## config.mk

```make
export PLATFORM = sky130hd
export DESIGN_NAME = alu_result_tx
export DESIGN_NICKNAME = d
export VERILOG_FILES = /design/src/rtl/alu_result_tx.sv
export SDC_FILE = /design/constraint.sdc
export NUM_CORES = 1
export LEC_CHECK = 0
export BUFFER_PORTS_ARGS = -buffer_cell sky130_fd_sc_hd__buf_2
export CAP_MARGIN = 20
export CORE_MARGIN = 8
export CORE_UTILIZATION = 40
export CTS_BUF_LIST = sky130_fd_sc_hd__clkbuf_4 sky130_fd_sc_hd__clkbuf_8
export CTS_CLUSTER_DIAMETER = 100
export CTS_CLUSTER_SIZE = 30
export DETAILED_ROUTE_END_ITERATION = 10
export GPL_TIMING_DRIVEN = 0
export HOLD_SLACK_MARGIN = 0.02
export PLACE_DENSITY = 0.64
export SYNTH_ARGS = -nofsm -noshare
export SYNTH_HDL_FRONTEND = slang
export SYNTH_SLANG_ARGS = --single-unit
```

## constraint.sdc

```tcl
create_clock -name clk -period 2 [get_ports clk]
set_input_delay 0.4 -clock clk [delete_from_list [all_inputs] [get_ports clk]]
set_output_delay 0.4 -clock clk [all_outputs]
set_load 0.1 [all_outputs]
```

## src/rtl/alu_result_tx.sv

```systemverilog
// -----------------------------------------------------------------------------
// alu_result_tx
//
// Queues registered ALU result bytes in a small FIFO and streams them out as
// UART frames: one start bit (low), 8 data bits LSB first, an optional even
// parity bit, and one stop bit (high).  Consecutive queued words are sent
// back to back with no idle gap between frames.
//
// Build option:
//   ALU_TX_PARITY_EN  - when defined, an even-parity bit (XOR of the 8 data
//                       bits) is inserted between the last data bit and the
//                       stop bit.  When undefined, no parity state or logic
//                       exists and STOP follows data bit 7.
//
// Parameters:
//   CLKS_PER_BIT - clk cycles per serial bit (2..1023)
//   FIFO_DEPTH   - result FIFO entries, power of two (2..16)
//
// Ports:
//   clk        in   clock, rising edge
//   rst_n      in   synchronous active-low reset
//   res_in     in   [7:0] ALU result word
//   res_valid  in   res_in carries a new result this cycle
//   res_ready  out  FIFO not full; a push is accepted this cycle
//   tx         out  UART serial line, idle high (registered)
//   busy       out  a frame is in progress
//   fifo_count out  number of entries stored
//   overflow   out  sticky: a valid result was dropped because FIFO was full
// -----------------------------------------------------------------------------
module alu_result_tx #(
  parameter int CLKS_PER_BIT = 16,
  parameter int FIFO_DEPTH   = 4
) (
  input  logic                          clk,
  input  logic                          rst_n,
  input  logic [7:0]                    res_in,
  input  logic                          res_valid,
  output logic                          res_ready,
  output logic                          tx,
  output logic                          busy,
  output logic [$clog2(FIFO_DEPTH):0]   fifo_count,
  output logic                          overflow
);

  localparam int PTR_W = $clog2(FIFO_DEPTH);
  localparam int FC_W  = PTR_W + 1;
  localparam int CNT_W = $clog2(CLKS_PER_BIT);

  localparam logic [CNT_W-1:0] BIT_LAST   = CNT_W'(CLKS_PER_BIT - 1);
  localparam logic [CNT_W-1:0] CNT_ZERO   = CNT_W'(0);
  localparam logic [CNT_W-1:0] CNT_ONE    = CNT_W'(1);
  localparam logic [FC_W-1:0]  FULL_COUNT = FC_W'(FIFO_DEPTH);
  localparam logic [FC_W-1:0]  FC_ZERO    = FC_W'(0);
  localparam logic [FC_W-1:0]  FC_ONE     = FC_W'(1);
  localparam logic [PTR_W-1:0] PTR_ZERO   = PTR_W'(0);
  localparam logic [PTR_W-1:0] PTR_ONE    = PTR_W'(1);

  typedef enum logic [2:0] {
    IDLE   = 3'd0,
    START  = 3'd1,
    DATA   = 3'd2,
    STOP   = 3'd3
`ifdef ALU_TX_PARITY_EN
    ,
    PARITY = 3'd4
`endif
  } state_t;

`ifdef ALU_TX_PARITY_EN
  // Even parity: the bit that makes the total number of ones even.
  function automatic logic even_parity(input logic [7:0] data);
    return ^data;
  endfunction
`endif

  // ---------------------------------------------------------------------------
  // FIFO storage and bookkeeping
  // ---------------------------------------------------------------------------
  logic [7:0]       mem [FIFO_DEPTH];
  logic [PTR_W-1:0] wr_ptr;
  logic [PTR_W-1:0] rd_ptr;
  logic [FC_W-1:0]  count;
  logic             overflow_r;
  logic             push;
  logic             pop;
  logic [7:0]       head;

  // ---------------------------------------------------------------------------
  // Transmitter state
  // ---------------------------------------------------------------------------
  state_t           state;
  state_t           state_next;
  logic [CNT_W-1:0] bit_cnt;
  logic [CNT_W-1:0] bit_cnt_next;
  logic [2:0]       bit_idx;
  logic [2:0]       bit_idx_next;
  logic [7:0]       shift_reg;
  logic [7:0]       shift_next;
  logic             tx_r;
  logic             tx_next;
  logic             bit_end;
`ifdef ALU_TX_PARITY_EN
  logic             parity_r;
  logic             parity_next;
`endif

  // Ready depends only on stored state; a pop in the same cycle does not
  // free a slot for the incoming word.
  assign res_ready  = (count != FULL_COUNT);
  assign push       = res_valid & res_ready;
  assign head       = mem[rd_ptr];
  assign bit_end    = (bit_cnt == BIT_LAST);

  assign tx         = tx_r;
  assign busy       = (state != IDLE);
  assign fifo_count = count;
  assign overflow   = overflow_r;

  // FIFO data array; contents are only read when count is nonzero, so it
  // needs no reset.
  always_ff @(posedge clk) begin
    if (push) begin
      mem[wr_ptr] <= res_in;
    end
  end

  // FIFO pointers, occupancy and sticky overflow flag.
  always_ff @(posedge clk) begin
    if (!rst_n) begin
      wr_ptr     <= PTR_ZERO;
      rd_ptr     <= PTR_ZERO;
      count      <= FC_ZERO;
      overflow_r <= 1'b0;
    end else begin
      if (push) begin
        wr_ptr <= wr_ptr + PTR_ONE;
      end
      if (pop) begin
        rd_ptr <= rd_ptr + PTR_ONE;
      end
      case ({push, pop})
        2'b10:   count <= count + FC_ONE;
        2'b01:   count <= count - FC_ONE;
        default: count <= count;
      endcase
      if (res_valid && !res_ready) begin
        overflow_r <= 1'b1;
      end
    end
  end

  // Transmitter state register, including the registered serial output.
  always_ff @(posedge clk) begin
    if (!rst_n) begin
      state     <= IDLE;
      bit_cnt   <= CNT_ZERO;
      bit_idx   <= 3'd0;
      shift_reg <= 8'h00;
      tx_r      <= 1'b1;
`ifdef ALU_TX_PARITY_EN
      parity_r  <= 1'b0;
`endif
    end else begin
      state     <= state_next;
      bit_cnt   <= bit_cnt_next;
      bit_idx   <= bit_idx_next;
      shift_reg <= shift_next;
      tx_r      <= tx_next;
`ifdef ALU_TX_PARITY_EN
      parity_r  <= parity_next;
`endif
    end
  end

  // Next-state logic: bit timing, data shifting and FIFO pops.
  always_comb begin
    state_next   = state;
    bit_cnt_next = bit_cnt;
    bit_idx_next = bit_idx;
    shift_next   = shift_reg;
    pop          = 1'b0;
`ifdef ALU_TX_PARITY_EN
    parity_next  = parity_r;
`endif

    case (state)
      IDLE: begin
        if (count != FC_ZERO) begin
          pop          = 1'b1;
          shift_next   = head;
`ifdef ALU_TX_PARITY_EN
          parity_next  = even_parity(head);
`endif
          bit_cnt_next = CNT_ZERO;
          bit_idx_next = 3'd0;
          state_next   = START;
        end else begin
          bit_cnt_next = CNT_ZERO;
        end
      end

      START: begin
        if (bit_end) begin
          bit_cnt_next = CNT_ZERO;
          bit_idx_next = 3'd0;
          state_next   = DATA;
        end else begin
          bit_cnt_next = bit_cnt + CNT_ONE;
        end
      end

      DATA: begin
        if (bit_end) begin
          bit_cnt_next = CNT_ZERO;
          shift_next   = {1'b0, shift_reg[7:1]};
          if (bit_idx == 3'd7) begin
            bit_idx_next = 3'd0;
`ifdef ALU_TX_PARITY_EN
            state_next   = PARITY;
`else
            state_next   = STOP;
`endif
          end else begin
            bit_idx_next = bit_idx + 3'd1;
          end
        end else begin
          bit_cnt_next = bit_cnt + CNT_ONE;
        end
      end

`ifdef ALU_TX_PARITY_EN
      PARITY: begin
        if (bit_end) begin
          bit_cnt_next = CNT_ZERO;
          state_next   = STOP;
        end else begin
          bit_cnt_next = bit_cnt + CNT_ONE;
        end
      end
`endif

      STOP: begin
        if (bit_end) begin
          bit_cnt_next = CNT_ZERO;
          // Chain straight into the next frame when more data is queued.
          if (count != FC_ZERO) begin
            pop          = 1'b1;
            shift_next   = head;
`ifdef ALU_TX_PARITY_EN
            parity_next  = even_parity(head);
`endif
            bit_idx_next = 3'd0;
            state_next   = START;
          end else begin
            state_next   = IDLE;
          end
        end else begin
          bit_cnt_next = bit_cnt + CNT_ONE;
        end
      end

      default: begin
        state_next   = IDLE;
        bit_cnt_next = CNT_ZERO;
        bit_idx_next = 3'd0;
      end
    endcase
  end

  // Serial output for the coming cycle, derived from the next state so the
  // line changes on the same edge as the state it represents.
  always_comb begin
    tx_next = 1'b1;
    case (state_next)
      IDLE:    tx_next = 1'b1;
      START:   tx_next = 1'b0;
      DATA:    tx_next = shift_next[0];
`ifdef ALU_TX_PARITY_EN
      PARITY:  tx_next = parity_next;
`endif
      STOP:    tx_next = 1'b1;
      default: tx_next = 1'b1;
    endcase
  end

endmodule

```

-- Word level (Yosys, flattened, before mapping)
Memories as Yosys holds them, arrays and structs flattened. A register that Yosys moved wholly into a read port is not among the register bits.
Index checks and enable logic that the tools add are counted.
- logic and storage cells: 70
- RAM bits: 32
- input port bits: 11
- bits in registers: 27
- memories kept: 1
- output and inout bits: 7
- memories (name ; depth ; width ; read ports ; clocked after memory_dff ; wr ports ; line ; text):
    mem ; 4 ; 8 ; 1 ; 1 ; 1 ; 79 ; logic [7:0] mem [FIFO_DEPTH];
- bitwise gates (word level): 3
- equal/unequal tests: 13
- reductions and logical operators: 11
- add/subtract/negate cells: 6
- multiplexer cells: 26
- operators by type and width (kind ; count):
    $mux 3 ; 10
    $mux 8 ; 3
    $pmux 3 s4 ; 2
    $pmux 8 s3 ; 1
    $eq 3x2->1 const B ; 3
    $reduce_bool 3->1 ; 3
    $add 3x1->3 const B ; 2
    $eq 3x1->1 const B ; 2
    $ne 2x2->1 const B ; 3
    $pmux 3 s2 ; 1
    $reduce_and 3->1 ; 2
    $reduce_or 3->1 ; 2
    $mux 1 ; 5
    $add 2x1->2 const B ; 2
    $add 4x1->4 const B ; 1
    $eq 4x4->1 const B ; 1
    $mux 2 ; 2
    $pmux 1 s2 ; 2
    $eq 3x3->1 const B ; 1
    $logic_not 3->1 ; 1
    $ne 3x3->1 const B ; 1
    $sub 3x1->3 const B ; 1
    $eq 2x1->1 const B ; 1
    $eq 2x2->1 const B ; 1
    other kinds (5) ; 6

-- Longest topological paths before layout
- depth in word-level cells: 6
- mapped depth: 10
- depth with buffers taken out: 10

-- Worst setup path before layout
No wires, ideal clock.
- path kind: reg2reg
- start point: register count[2] (netlist: fifo_count[2])
- end point: register count[2] (netlist: fifo_count[2])
- setup time: 0.071 ns
- arrival: 3.458 ns
- data required time: 1.929 ns
- buffers on the path: 0
- path slack: -1.529 ns
- cell stages (with the launch flop): 10
- clock period less this slack: 3.529 ns
- cell sequence: dfxtp_1 -> or3b_1 -> and2_1 -> inv_1 -> ha_1 -> inv_1 -> fa_1 -> xor2_1 -> or3_1 -> a21oi_1
- elaborated cells between the ends (all ways): 12
- classes of those cells: add/sub: 2; eq/ne: 3; mux: 4; bitwise: 1; reduce/logical: 2
- RTL lines (element ; line ; text):
    start, declared ; 82 ; logic [FC_W-1:0] count;
    start signal, assigned ; 142 ; 2'b10: count <= count + FC_ONE;
    start signal, assigned ; 143 ; 2'b01: count <= count - FC_ONE;
    start signal, assigned ; 144 ; default: count <= count;
    $ne 3x3->1 * ; 109 ; assign res_ready = (count != FULL_COUNT);
    named net res_ready ; 38 ; output logic res_ready,
    $and 1x1->1 * ; 110 ; assign push = res_valid & res_ready;
    $eq 2x1->1 / $eq 2x2->1 (equally long branches) ; 141 ; case ({push, pop})
    $pmux 3 s2 / $reduce_bool 2->1 (equally long branches) ; -- ;
The timed path passes the listed nets; every way through them passes the cells marked *.
A chain may end at the register's enable or synchronous reset.

-- Worst setup path after layout
- start point: register count[0] (netlist: fifo_count[0])
- end point: register count[2] (netlist: fifo_count[2])
- longest elaborated chain between the ends: 6
- elaborated cells between the ends (all ways): 12
- classes of those cells: add/sub: 2; eq/ne: 3; mux: 4; bitwise: 1; reduce/logical: 2
- RTL lines (element ; line ; text):
    $reduce_bool 3->1 ; 188, 246 ;
    $mux 1 ; 188, 246 ;
    $mux 1 ; 243 ; if (bit_end) begin
    $pmux 1 s2 ; 186 ; case (state)
    $eq 2x1->1 / $eq 2x2->1 (equally long branches) ; 141 ;
    $pmux 3 s2 / $reduce_bool 2->1 (equally long branches) ; -- ;
Parallel ways exist; a longest one is shown, timed or not.

==> results.ini <==
[cts]
clkTransAtPathRegs_ns=0.07
clk_latency_ns=0.34
cts_buffers=9
hold_buffers=0
cts_tree=yes
cts_buffer_depth=2
clock_sinks=61
cts_root_buffer=clkbuf_8
cts_max_level=3

[floorplan]
die-area_sq_um=9580
start_util_pct=40.36
io_pins=18
die_height_um=97.88
core_sq_um=6644
dieWidth_um=97.88
fp-row-count=30

[worst_setup_path]
r2r_slack_ns=-0.12
critPathRequiredTime_ns=2.27
path_cells=or3b_4, and2_4, inv_4, ha_4, inv_2, fa_2, xor2_1, or3_1, a21oi_2
crit_type=register to register
rr_worst_depth=9
crit_path_start_kind=register
crit_fanout=3
rr_endpoint=fifo_count[2]$_SDFFE_PN0P_
slowest_stage=or3b_4
r2r_start=fifo_count[0]$_SDFFE_PN0P_
cp.arrival_ns=2.39
max_stage_delay_ns=0.40
critPathCaptureType=register
cp_top_family=simple AND/OR/NAND/NOR gates
crit_buf_inv=2

[global_routing]
antenna_found_initial=0
global_route.overflow_total=0
grt_max_degree=13
grt_pass1_wl_mm=8.404
grt_use_total_pct=11.24
grt_pass1_vias=1750

[detailed_routing]
detail_route.wl_per_cell_um=14.51
topRoutingLayerUsed=met4
ant_nets=0
wl_met3_um=159
firstDrtPassIters=4
drtIter0Drc=57
met2WireLength_mm=2.483
routed_via_density=5.197
wl_met1_mm=2.294
drc=0
wirelength_mm=5.007
num_vias=1793

[synth]
ys_warn_count=0
synthDistinctLibCells=46
yosysSeqAreaShare_pct=57.49
yosys.area_share.simple_pct=14.61
synthAdderAreaFrac_pct=4.480
avgSynthCellArea_sq_um=12.08
synth-edff-count=32
synth_ff_type=edfxtp_1
synth_xor_area_share_pct=2.287
ys_ff_latch=61
syn_inst=222
synth_compound_area_share_pct=9.659
synth_area_sq_um=2681
synth_top_family_by_area=simple AND/OR/NAND/NOR gates
synthMuxAreaShare_pct=7.559
syn_nets=242
synth-async-reset-ratio_pct=0

[power_and_ir_drop]
p_sw_mw=1.581
clkPwrFrac_pct=22.9
powerDensity_nw_per_um2=1293
power_frac_comb_pct=38.4
p_leak_nw=1.178
vdd_drop_max_v=0.0005995
p_sw_share_pct=38.08
share_seq_of_total_power_pct=38.7
intPower_mw=2.572

[timing]
final.period_utilization_pct=106.0
rsz0062_at_grt=true
hold_viol_final=0
setup_viol=1
fmax_mhz=471.9
fin_ws_ns=-0.1193
clock_skew_ns=0.002966
period_needed_ns=2.119
slew_violations=0

[min_path]
holdPathEnd=mem[3][2]$_DFFE_PP_
min_from=res_in[2]
hold_path_class=primary input to register
min_path_cells=1

[finish]
insertedDiodeCount=0
final_cell_area_sq_um=3213
drive_above_1_share_pct=27.55
final_cells=345
final.fill_count=594
nNetsFinal=280
areaGrowthSynthToFinish_pct=19.83
largest_reg_flops=32
final_core_util_pct=48.36

[place]
hpwlAfterDp_mm=3.329
dp_worst_setup_slack_ns=-0.4037
io_buffers=17
finalWeightedCongestion=0.8024
postPlaceCellArea_sq_um=2895
dp_cells=319

[outcome]
violations=negative setup slack
outcome=finished with violations

[run]
max_cap_viol_count=0

==> layout by cell type, fill, tap and decap left out, drive strengths merged, types with 8 or more instances in the layout <==
master,Yosys,final
a21oi,13,13
buf,5,33
clkbuf,6,14
dfxtp,29,29
edfxtp,32,32
ha,8,8
inv,9,11
mux4,8,8
nand2,10,10
nor2,28,28
o21ai,9,9
==> metrics by stage <==
| stage | power [mW] | TNS (ns) | hold WS (ns) |
|---|---|---|---|
| detailed placement | 3.079 | -0.6910 | 0.4387 |
| CTS | 4.142 | -0.1411 | 0.2471 |
| finish | 4.153 | -0.1193 | 0.2726 |
| floorplan | 2.790 | -0.9079 | 0.4179 |
| global placement | 3.057 | -0.6266 | 0.4289 |
| global route | 4.406 | -0.2417 | 0.2563 |
==> power by group through the flow <==
| stage | combinational, mW | sequential [mW] | clock, mW |
|---|---|---|---|
| final | 1.59 | 1.61 | 0.951 |
| after global routing | 1.75 | 1.63 | 1.03 |
| after CTS | 1.56 | 1.60 | 0.983 |
| after detailed placement | 1.45 | 1.63 | 0 |
| after global placement | 1.43 | 1.63 | 0 |
| after floorplan | 0.933 | 1.86 | 0 |
==> repair_timing <==
action,in CTS,in global routing
setup buffers,8,3
setup endpoints to repair,3,3
resized for setup,13,4
pin swaps,5,4
==> synth_stat cells (2+ instances only) <==
library cell / number / area, sq um
a21o_1: 2 / 15.01
buf_6: 2 / 22.52
a31oi_1: 7 / 43.79
buf_4: 2 / 15.01
nor3b_1: 2 / 15.01
or4_1: 7 / 52.55
nand3_1: 6 / 30.03
a21oi_1: 11 / 55.05
edfxtp_1: 32 / 960.9
a21oi_2: 2 / 17.52
ha_1: 8 / 100.1
xnor2_1: 3 / 26.28
and2_1: 2 / 12.51
mux4_1: 6 / 157.7
and3_1: 4 / 25.02
or3_1: 2 / 12.51
inv_1: 9 / 33.78
mux4_2: 2 / 45.04
nand3b_1: 3 / 22.52
nand2_1: 10 / 37.54
xor2_1: 4 / 35.03
dfxtp_1: 29 / 580.6
nor3_1: 2 / 10.01
nand2b_1: 2 / 12.51
clkbuf_1: 4 / 15.01
o211ai_1: 3 / 22.52
clkbuf_2: 2 / 10.01
nor2_1: 28 / 105.1
o21ai_0: 9 / 45.04
==> layout make-up <==
| type | count | area [sq um] | share of cell area (%) |
|---|---|---|---|
| well taps | 80 | 100.1 | 3.115 |
| clock inverters | 7 | 50.05 | 1.558 |
| multi-input cells | 141 | 1107 | 34.46 |
| plain buffers | 10 | 67.56 | 2.103 |
| flip-flops and latches | 61 | 1554 | 48.36 |
| repair buffers | 28 | 173.9 | 5.413 |
| clock buffers | 9 | 123.9 | 3.855 |
| inverters | 9 | 36.28 | 1.129 |
==> how the worst max path moves through the flow <==
stage                               start                         end  slack (ns)  depth (start not counted)
3_3_place_gp        bit_cnt[0]$_SDFF_PP0_  fifo_count[2]$_SDFFE_PN0P_       -0.36                         10
4_1_cts        fifo_count[0]$_SDFFE_PN0P_  fifo_count[2]$_SDFFE_PN0P_       -0.14                          9
2_1_floorplan  fifo_count[2]$_SDFFE_PN0P_  fifo_count[2]$_SDFFE_PN0P_       -0.51                          9
3_5_place_dp        bit_cnt[0]$_SDFF_PP0_  fifo_count[2]$_SDFFE_PN0P_       -0.40                         10
5_1_grt             bit_cnt[1]$_SDFF_PP0_  fifo_count[2]$_SDFFE_PN0P_       -0.20                         10
6_report       fifo_count[0]$_SDFFE_PN0P_  fifo_count[2]$_SDFFE_PN0P_       -0.12                          9
==> cell families after synthesis <==
family | Yosys count
simple gates | 75
xor+xnor | 7
other cells | 1
fa+ha+maj | 9
buf+inv | 20
flops | 61
compound gates | 41
mux | 8
==> layer usage <==
layer,vias to the layer above,GRT usage [%]
met5,-,0
li1,898,-
met2,25,18.18
met4,0,6.115
met3,6,3.698
met1,864,12.87
Note: power is estimated with default switching activity, not from simulation.
